===== src/rtl/dac_i2s_serializer.sv =====
// dac_i2s_serializer: buffers stereo frames and shifts them MSB-first onto DACDAT, slaved to codec BCLK/LRCK
//  i_BCLK          bit clock, all logic on posedge
//  i_rst_n         async active-low reset
//  i_DACLRCK       codec LR clock, 0=left slot, 1=right slot
//  i_play          1: consume frames, 0: transmit silence
//  i_mono          1: right slot repeats the left sample
//  i_valid/o_ready frame handshake for i_data_l/i_data_r
//  o_DACDAT        registered serial data to codec
//  o_level         frames held in the FIFO
//  o_underrun      one-cycle pulse when a left slot starts with nothing to play
//  o_underrun_cnt  saturating underrun count when DAC_UNDERRUN_CNT_EN is defined, else 0
module dac_i2s_serializer #(
  parameter int DATA_W     = 16,
  parameter int FIFO_DEPTH = 4,
  parameter int I2S_DELAY  = 1
) (
  input  logic                          i_BCLK,
  input  logic                          i_rst_n,
  input  logic                          i_DACLRCK,
  input  logic                          i_play,
  input  logic                          i_mono,
  input  logic                          i_valid,
  output logic                          o_ready,
  input  logic [DATA_W-1:0]             i_data_l,
  input  logic [DATA_W-1:0]             i_data_r,
  output logic                          o_DACDAT,
  output logic [$clog2(FIFO_DEPTH):0]   o_level,
  output logic                          o_underrun,
  output logic [15:0]                   o_underrun_cnt
);
  localparam int AW = $clog2(FIFO_DEPTH);
  localparam int CW = $clog2(DATA_W);
  typedef enum logic [1:0] {S_IDLE, S_DELAY, S_SHIFT, S_PAD} state_t;
  state_t state_q, state_d;
  logic [2*DATA_W-1:0] mem [FIFO_DEPTH];
  logic [2*DATA_W-1:0] head;
  logic [AW:0] wr_ptr, rd_ptr;
  logic [DATA_W-1:0] shadow_l, shadow_r, sreg;
  logic [CW-1:0] bit_cnt;
  logic lrck_q, fall, rise, full, empty, push, pop, restart, last_bit;
  assign fall     = lrck_q & ~i_DACLRCK;
  assign rise     = ~lrck_q & i_DACLRCK;
  assign empty    = wr_ptr == rd_ptr;
  assign full     = (wr_ptr ^ rd_ptr) == {1'b1, {AW{1'b0}}};
  assign o_ready  = ~full;
  assign o_level  = wr_ptr - rd_ptr;
  assign push     = i_valid & ~full;
  // empty comes from registered pointers, so a same-cycle push never feeds this pop
  assign pop      = fall & i_play & ~empty;
  assign head     = mem[rd_ptr[AW-1:0]];
  // a rise before the first fall is ignored so playback always opens on the left slot
  assign restart  = fall | (rise & (state_q != S_IDLE));
  assign last_bit = bit_cnt == CW'(DATA_W-1);
  always_comb begin
    state_d = restart ? (I2S_DELAY != 0 ? S_DELAY : S_SHIFT)
            : state_q == S_DELAY ? S_SHIFT
            : (state_q == S_SHIFT && last_bit) ? S_PAD
            : state_q;
  end
  always_ff @(posedge i_BCLK) begin
    if (push) mem[wr_ptr[AW-1:0]] <= {i_data_l, i_data_r};
  end
  always_ff @(posedge i_BCLK or negedge i_rst_n) begin
    if (!i_rst_n) begin
      lrck_q     <= 1'b0;
      state_q    <= S_IDLE;
      wr_ptr     <= '0;
      rd_ptr     <= '0;
      shadow_l   <= '0;
      shadow_r   <= '0;
      sreg       <= '0;
      bit_cnt    <= '0;
      o_DACDAT   <= 1'b0;
      o_underrun <= 1'b0;
    end else begin
      lrck_q     <= i_DACLRCK;
      state_q    <= state_d;
      o_underrun <= fall & i_play & empty;
      o_DACDAT   <= (!restart && state_q == S_SHIFT) ? sreg[DATA_W-1] : 1'b0;
      if (push) wr_ptr <= wr_ptr + (AW+1)'(1);
      if (pop) rd_ptr <= rd_ptr + (AW+1)'(1);
      if (fall) begin
        shadow_l <= pop ? head[2*DATA_W-1:DATA_W] : '0;
        shadow_r <= pop ? head[DATA_W-1:0] : '0;
      end
      if (fall) sreg <= pop ? head[2*DATA_W-1:DATA_W] : '0;
      else if (restart) sreg <= i_mono ? shadow_l : shadow_r;
      else if (state_q == S_SHIFT) sreg <= {sreg[DATA_W-2:0], 1'b0};
      bit_cnt <= restart ? '0 : (state_q == S_SHIFT) ? bit_cnt + CW'(1) : bit_cnt;
    end
  end
`ifdef DAC_UNDERRUN_CNT_EN
  logic [15:0] ur_cnt;
  always_ff @(posedge i_BCLK or negedge i_rst_n) begin
    if (!i_rst_n) ur_cnt <= '0;
    else if (o_underrun && ur_cnt != 16'hFFFF) ur_cnt <= ur_cnt + 16'd1;
  end
  assign o_underrun_cnt = ur_cnt;
`else
  assign o_underrun_cnt = '0;
`endif
endmodule


===== config.mk =====
export PLATFORM = sky130hd
export DESIGN_NAME = dac_i2s_serializer
export DESIGN_NICKNAME = d
export VERILOG_FILES = /design/src/rtl/dac_i2s_serializer.sv
export SDC_FILE = /design/constraint.sdc
export NUM_CORES = 1
export LEC_CHECK = 0
export CAP_MARGIN = 20
export CELL_PAD_IN_SITES_DETAIL_PLACEMENT = 0
export CELL_PAD_IN_SITES_GLOBAL_PLACEMENT = 1
export CORE_ASPECT_RATIO = 1.75
export CORE_MARGIN = 5
export CORE_UTILIZATION = 50
export CTS_BUF_LIST = sky130_fd_sc_hd__clkbuf_8
export CTS_CLUSTER_DIAMETER = 60
export CTS_CLUSTER_SIZE = 16
export DETAILED_ROUTE_END_ITERATION = 8
export PLACE_DENSITY = 0.79
export SLEW_MARGIN = 25
export SYNTH_ARGS = -nofsm -noshare
export SYNTH_HDL_FRONTEND = slang
export SYNTH_SLANG_ARGS = --single-unit
export TNS_END_PERCENT = 1

===== constraint.sdc =====
create_clock -name i_BCLK -period 6.83 [get_ports i_BCLK]
set_input_delay 1.366 -clock i_BCLK [delete_from_list [all_inputs] [get_ports i_BCLK]]
set_output_delay 1.366 -clock i_BCLK [all_outputs]
set_load 0.005 [all_outputs]

==> metrics, run 1 <==
outcome finished, final reports clean; Crit-path slowest cell buf_4; H-tree levels 4; die height 176 um; gr usage total 16.6%; # Post-CTS Setup Buffers 0; Post-Syn Area 7890 um2; setup violators final 0; CTS-repair resized insts 0; post-DP HPWL 9760 um; Crit Path Max Fanout 35; power density cells 398 nW/um2; Post-Syn Area per Cell 16.3 um2; die area 18500 um2; register area share after synthesis 68.7%; Max Root-Sink Buffers 2; fin cells 717; Fin. Hold Viols 0; post-layout util 56.8%; family with the most delay on the worst path buffers and inverters; Final Max Slew Viols 0; pin count of the biggest net entering global routing 64; Final ANT Viol Nets 0; critical path class reg2out; reg2reg setup slack 3.94 ns; EDFF count, synth 128; first-pass GRT wire length 24200 um; FFs w/ async S/R, synth 33.0%; Yosys reg bits 191; # nets final 565; gr ovfl total 0; worst setup path startpoint rd_ptr[0]; dominant synthesized flop cell edfxtp_1; Die Wd 105 um; Period Utilization, post-route 58.0%; Worst R2R Start rd_ptr[0]; unrepaired setup endpoints after global routing false; vias in the first global route 4603; Boundary Pins 60; Max IR drop VDD 251 uV; CTS Root Cell clkbuf_8; Min Clock Period, post-route 3.96 ns; # diodes 0; worst-skew pair later-pin latency 0.46 ns; Routability Congestion 0.819; Rows 60; initial antenna violation count 0; Core Region 15500 um2; Synth Area in Simple Gates 5.95%; Clock Pin Slew Worst Setup and Hold Paths 0.10 ns; cts hold-fix bufs 0; Syn-to-layout area delta 11.4%; DRC 0; CP bufs+invs 3; Critical Path Max Stage Delay 0.53 ns; Syn. warnings 0; CP Data Required Time 5.46 ns; CP Depth 5; layout cell share with drive strength beyond 1 15.8%; leakage power 3.22 nW; adder-cell share of the synthesized area 1.52%; CP arrival 2.60 ns; fill count 1215; TritonCTS buffer count 17; Avg WL per Cell 20.6 um; CTS Sinks 191; Cell variety after synth 46; actual slew at the worst max-slew pin 0.833 ns; DRT iter0 DRCs 258; Pre-antenna DRT Iters 5; CP Launch Type flip-flop; crit-path cells buf_4 -> ha_1 -> fa_1 -> inv_1 -> clkdlybuf4s50_1; WL final 14800 um; Worst setup EP type primary output; Starting Density 51.0%; vias 4232; CP Capture Point o_level[1]; CTS tree yes; relative slew slack 44.4%; post-synthesis mux area share 9.74%; cells on worst reg2reg path 5; FF-to-FF End rd_ptr[1]; f_max 0.252 GHz; Synth Instances 483; HP Class reg2reg; number of port buffers 43; via/cell ratio 5.90; Worst Skew 0.0121 ns; combinational family with the most area after synthesis multiplexers; Placed Cells 685; max_cap viols 0; TNS Setup 0 ns; Post-Synth XOR/XNOR Area 0.888%; compound-cell area share of the yosys netlist 8.70%
## tightest hold or removal path: cells and delay by family, from the launching register on
| kind | cells | cell delay [ns] |
|---|---|---|
| flops | 1 | 0.35 |
| simple gates | 2 | 0.10 |
## layer usage
layer | global-route usage [%] | wire [um] | up-vias
li1 | - | - | 1936
met1 | 20.0 | 5690 | 2166
met3 | 2.96 | 552 | 24
met4 | 6.61 | 384 | 0
met5 | 0 | 0 | -
met2 | 29.5 | 8180 | 106
## where the power goes
part | total [W] | internal (W) | leakage, nW | switching [W]
Sequential | 0.00171 | 0.00157 | 1.98 | 0.000131
Clock | 0.000757 | 0.000294 | 0.217 | 0.000464
Combinational | 0.00104 | 0.000472 | 1.02 | 0.000567
Total | 0.00350 | 0.00234 | 3.22 | 0.00116
## cells by family (layout without fill, tap and decap cells)
group | count (synthesis) | in the layout
other | 1 | 16
AOI/OAI and AO/OA | 89 | 89
muxes | 36 | 36
buffers and inverters | 59 | 92
DFF | 191 | 191
xor gates and xnor gates | 8 | 8
and+or+nand+nor | 90 | 90
adders and majority gates | 9 | 9
## metrics by stage
step / setup slack [ns] / power, W / area [um2] / hold slack (ns)
6_report: 2.87 / 0.00350 / 8790 / 0.482
3_5_place_dp: 3.07 / 0.00279 / 8350 / 0.460
2_1_floorplan: 3.90 / 0.00246 / 7950 / 0.441
4_1_cts: 2.77 / 0.00355 / 8790 / 0.486
3_3_place_gp: 3.16 / 0.00276 / 8350 / 0.453
5_1_grt: 2.65 / 0.00370 / 8790 / 0.515
## Yosys cell counts, drive strengths merged, types with 2 or more instances
cell type,instances,share of area [%]
clkbuf,12,0.60
nand3,4,0.25
edfxtp,128,49
a31oi,2,0.16
a2111oi,15,1.7
o21ai,2,0.13
ha,8,1.3
o211ai,17,1.6
nand2b,3,0.24
and2,3,0.24
xor2,4,0.44
a22o,16,1.8
nand4,15,1.2
buf,39,3.5
mux4,32,9.1
xnor2,4,0.44
dfrtp,63,20
inv,8,0.38
nand2,36,1.7
mux2,3,0.48
nor2,5,0.27
o311ai,15,1.7
a21oi,17,1.1
nor2b,16,1.3
nand3b,2,0.19
## state kept, by name, indices dropped and copies added, names as in the netlist
signal	flops
rd_ptr	3
bit_cnt	4
wr_ptr	3
lrck_q	1
sreg	16
shadow_r	16
o_DACDAT	1
mem	128
shadow_l	16
state_q	2
o_underrun	1
## worst min path at each step
stage,endpoint,cells past startpoint,from,slack [ns]
finish,shadow_l[3],2,shadow_l[3],0.48
global route,shadow_l[1],2,shadow_l[1],0.51
CTS,shadow_l[3],2,shadow_l[3],0.49
detailed placement,shadow_l[3],2,shadow_l[3],0.46
global placement,shadow_l[0],2,shadow_l[0],0.45
floorplan,shadow_l[0],2,shadow_l[0],0.44
## cells in the final DEF (no fill, tap or decap), types with 3 or more instances in the layout
master	instances
nand3_1	4
conb_1	16
nand4_1	15
and2_1	3
clkinv_8	6
buf_4	9
nand2_1	36
clkbuf_8	17
o311ai_1	13
a22o_1	16
xor2_1	4
nor2_1	4
inv_12	3
clkdlybuf4s50_1	41
dfrtp_1	62
inv_8	3
o211ai_1	17
edfxtp_1	128
a2111oi_0	15
nor2b_1	15
mux4_2	32
ha_1	8
a21oi_1	17
nand2b_1	3
inv_1	8
xnor2_1	4
## cell type report
class,count,area [um2],area share [%]
flip-flops and latches,191,5420,61.7
inverters,8,30.0,0.342
multi-input cells,248,2180,24.8
clock buffers,17,234,2.66
well taps,186,233,2.65
repair buffers,52,488,5.55
clock inverters,15,206,2.35
(Power assumes the default switching activity.)
==> inputs of run 2 (changes only) <==
Settings changed: CORE_UTILIZATION 50 to 46, PLACE_DENSITY 0.79 to 0.76.
Clock period 6.83 ns to 3.4 ns, I/O delays scaled along.
==> run 2 against run 1 <==
Clock skew is 0.0068 ns higher. Cell area increased by 0.94%. Register-to-register slack got worse by 3.0 ns. Sequential power is 100% higher. Worst setup slack worse by 2.4 ns. Global-route usage decreased by 0.92 points. Combinational power grew 100%. Total power rose by 100%. Critical endpoint is now o_level[2]. Sequential share of layout area fell by 0.57 points. Largest power group unchanged.
==> metrics, run 2 (synthesis results as in run 1) <==
CTS-repair resized insts 0 (unchanged); CP Launch Type flip-flop (unchanged); Crit Path Max Fanout 4 (was 35); FF-to-FF End mem[1][22] (was rd_ptr[1]); # Post-CTS Setup Buffers 0 (unchanged); Syn-to-layout area delta 12.4% (was 11.4%); CTS Root Cell clkbuf_8 (unchanged); cells on worst reg2reg path 5 (unchanged); layout cell share with drive strength beyond 1 16.2% (was 15.8%); Pre-antenna DRT Iters 4 (was 5); fill count 1369 (was 1215); Boundary Pins 60 (unchanged); Max Root-Sink Buffers 2 (unchanged); # nets final 570 (was 565); max FFs per register 128 (unchanged); power density cells 795 nW/um2 (was 398 nW/um2); vias in the first global route 4467 (was 4603); CP arrival 2.25 ns (was 2.60 ns); TritonCTS buffer count 17 (unchanged); vias 4260 (was 4232); CTS Sinks 191 (unchanged); die height 183 um (was 176 um); via/cell ratio 5.58 (was 5.90); Min Clock Period, post-route 2.93 ns; Fin. Hold Viols 0 (unchanged); crit-path cells inv_1 -> ha_1 -> fa_1 -> xor2_1 -> clkdlybuf4s50_1 (was buf_4 -> ha_1 -> fa_1 -> inv_1 -> clkdlybuf4s50_1); Worst R2R Start rd_ptr[1] (was rd_ptr[0]); Core Region 16900 um2 (was 15500 um2); number of port buffers 43 (unchanged); WL final 14600 um (was 14800 um); gr usage total 15.7% (was 16.6%); Worst setup EP type primary output (unchanged); Worst Skew 0.0188 ns (was 0.0121 ns); Avg WL per Cell 19.1 um (was 20.6 um); most common cell after layout, fill and taps aside edfxtp_1 (unchanged); reg2reg setup slack 0.97 ns (was 3.94 ns); HP Class in2async (was reg2reg); H-tree levels 4 (unchanged); Final ANT Viol Nets 0 (unchanged); unrepaired setup endpoints after global routing false (unchanged); TNS Setup 0 ns (unchanged); DRT iter0 DRCs 280 (was 258); Period Utilization, post-route 86.2%; Critical Path Max Stage Delay 0.52 ns (was 0.53 ns); setup violators final 0 (unchanged); worst-skew pair later-pin latency 0.46 ns (about the same); Routability Congestion 0.838 (was 0.819); die area 20000 um2 (was 18500 um2); Max IR drop VDD 471 uV (was 251 uV); pin count of the biggest net entering global routing 51 (was 64); CP Data Required Time 2.72 ns (was 5.46 ns); Final Max Slew Viols 0 (unchanged); f_max 0.341 GHz; leakage power 3.25 nW (was 3.22 nW); max_cap viols 0 (unchanged); critical path class reg2out (unchanged); cell area after placement 8450 um2 (was 8350 um2); DRC 0 (unchanged); CTS tree yes (unchanged); Rows 63 (was 60); cts hold-fix bufs 0 (unchanged); commonest non-fill, non-tap cells in the layout edfxtp_1 (128), dfrtp_1 (62), clkdlybuf4s50_1 (42), nand2_1 (36), mux4_2 (32) (was edfxtp_1 (128), dfrtp_1 (62), clkdlybuf4s50_1 (41), nand2_1 (36), mux4_2 (32)); Clock Pin Slew Worst Setup and Hold Paths 0.11 ns (was 0.10 ns); Die Wd 109 um (was 105 um); post-DP HPWL 9690 um (was 9760 um); relative slew slack 47.2% (was 44.4%); outcome finished, final reports clean (unchanged); first-pass GRT wire length 23900 um (was 24200 um); Crit-path slowest cell clkdlybuf4s50_1 (was buf_4); # diodes 0 (unchanged); Starting Density 46.6% (was 51.0%); gr ovfl total 0 (unchanged); initial antenna violation count 0 (unchanged); post-route cell area 8870 um2 (was 8790 um2); actual slew at the worst max-slew pin 0.792 ns (was 0.833 ns)
[run 2: changes by cell type in the layout (fill, tap and decap cells not counted), moves of 2 or more]
cell	before	now
clkinv_2	0	3
clkinv_4	1	3
buf_4	9	15
bufinv_16	0	3
buf_2	2	0
inv_12	3	0
clkinv_8	6	0
inv_8	3	0
clkbuf_8	17	19
[run 2: how the worst max path moves through the flow]
stage	start	end	slack [ns]	cells after the start
floorplan	rd_ptr[1]	mem[0][0]	0.62	6
global placement	i_DACLRCK	rd_ptr[1]	0.87	6
detailed placement	i_DACLRCK	sreg[11]	0.80	4
CTS	wr_ptr[0]	o_level[2]	0.42	5
global route	wr_ptr[0]	o_level[2]	0.35	5
finish	wr_ptr[0]	o_level[2]	0.47	5
[run 2: final cells by class]
cell class / count / area, um2 / area share, %
flip-flops and latches: 191 / 5420 / 61.1
multi-input cells: 248 / 2180 / 24.6
repair buffers: 57 / 533 / 6.01
well taps: 227 / 284 / 3.20
clock buffers: 19 / 262 / 2.95
clock inverters: 13 / 160 / 1.81
inverters: 8 / 30.0 / 0.338
[run 2: power by group]
| part | total, W | internal, W | switching, W | leakage, nW |
|---|---|---|---|---|
| clock network | 0.00153 | 0.000768 | 0.000761 | 0.218 |
| logic | 0.00208 | 0.000954 | 0.00113 | 1.05 |
| registers | 0.00344 | 0.00316 | 0.000279 | 1.98 |
[run 2: per-layer routing]
layer | share of wire [%] | wire, um | global-route usage, %
met5 | 0 | 0 | 0
met3 | 3.1 | 448 | 2.82
met1 | 40 | 5790 | 18.7
met4 | 1.4 | 202 | 5.21
met2 | 56 | 8160 | 28.3
[run 2: stage by stage]
step / std cells / utilization (%) / setup slack [ns] / hold slack, ns / power (W)
6_report: 763 / 52.4 / 0.469 / 0.203 / 0.00705
5_1_grt: 763 / 52.4 / 0.346 / 0.229 / 0.00745
4_1_cts: 763 / 52.3 / 0.422 / 0.385 / 0.00715
3_5_place_dp: 731 / 49.8 / 0.800 / 0.461 / 0.00563
3_3_place_gp: 731 / 49.8 / 0.871 / 0.454 / 0.00557
2_1_floorplan: 498 / - / 0.616 / 0.384 / 0.00494
[run 2: critical path: cells and delay by family, from the launching register on]
family / cells / cell delay (ns)
buffers and inverters: 2 / 0.64
XOR/XNOR: 1 / 0.16
flip-flops: 1 / 0.41
adder cells (fa/ha/maj): 2 / 0.60
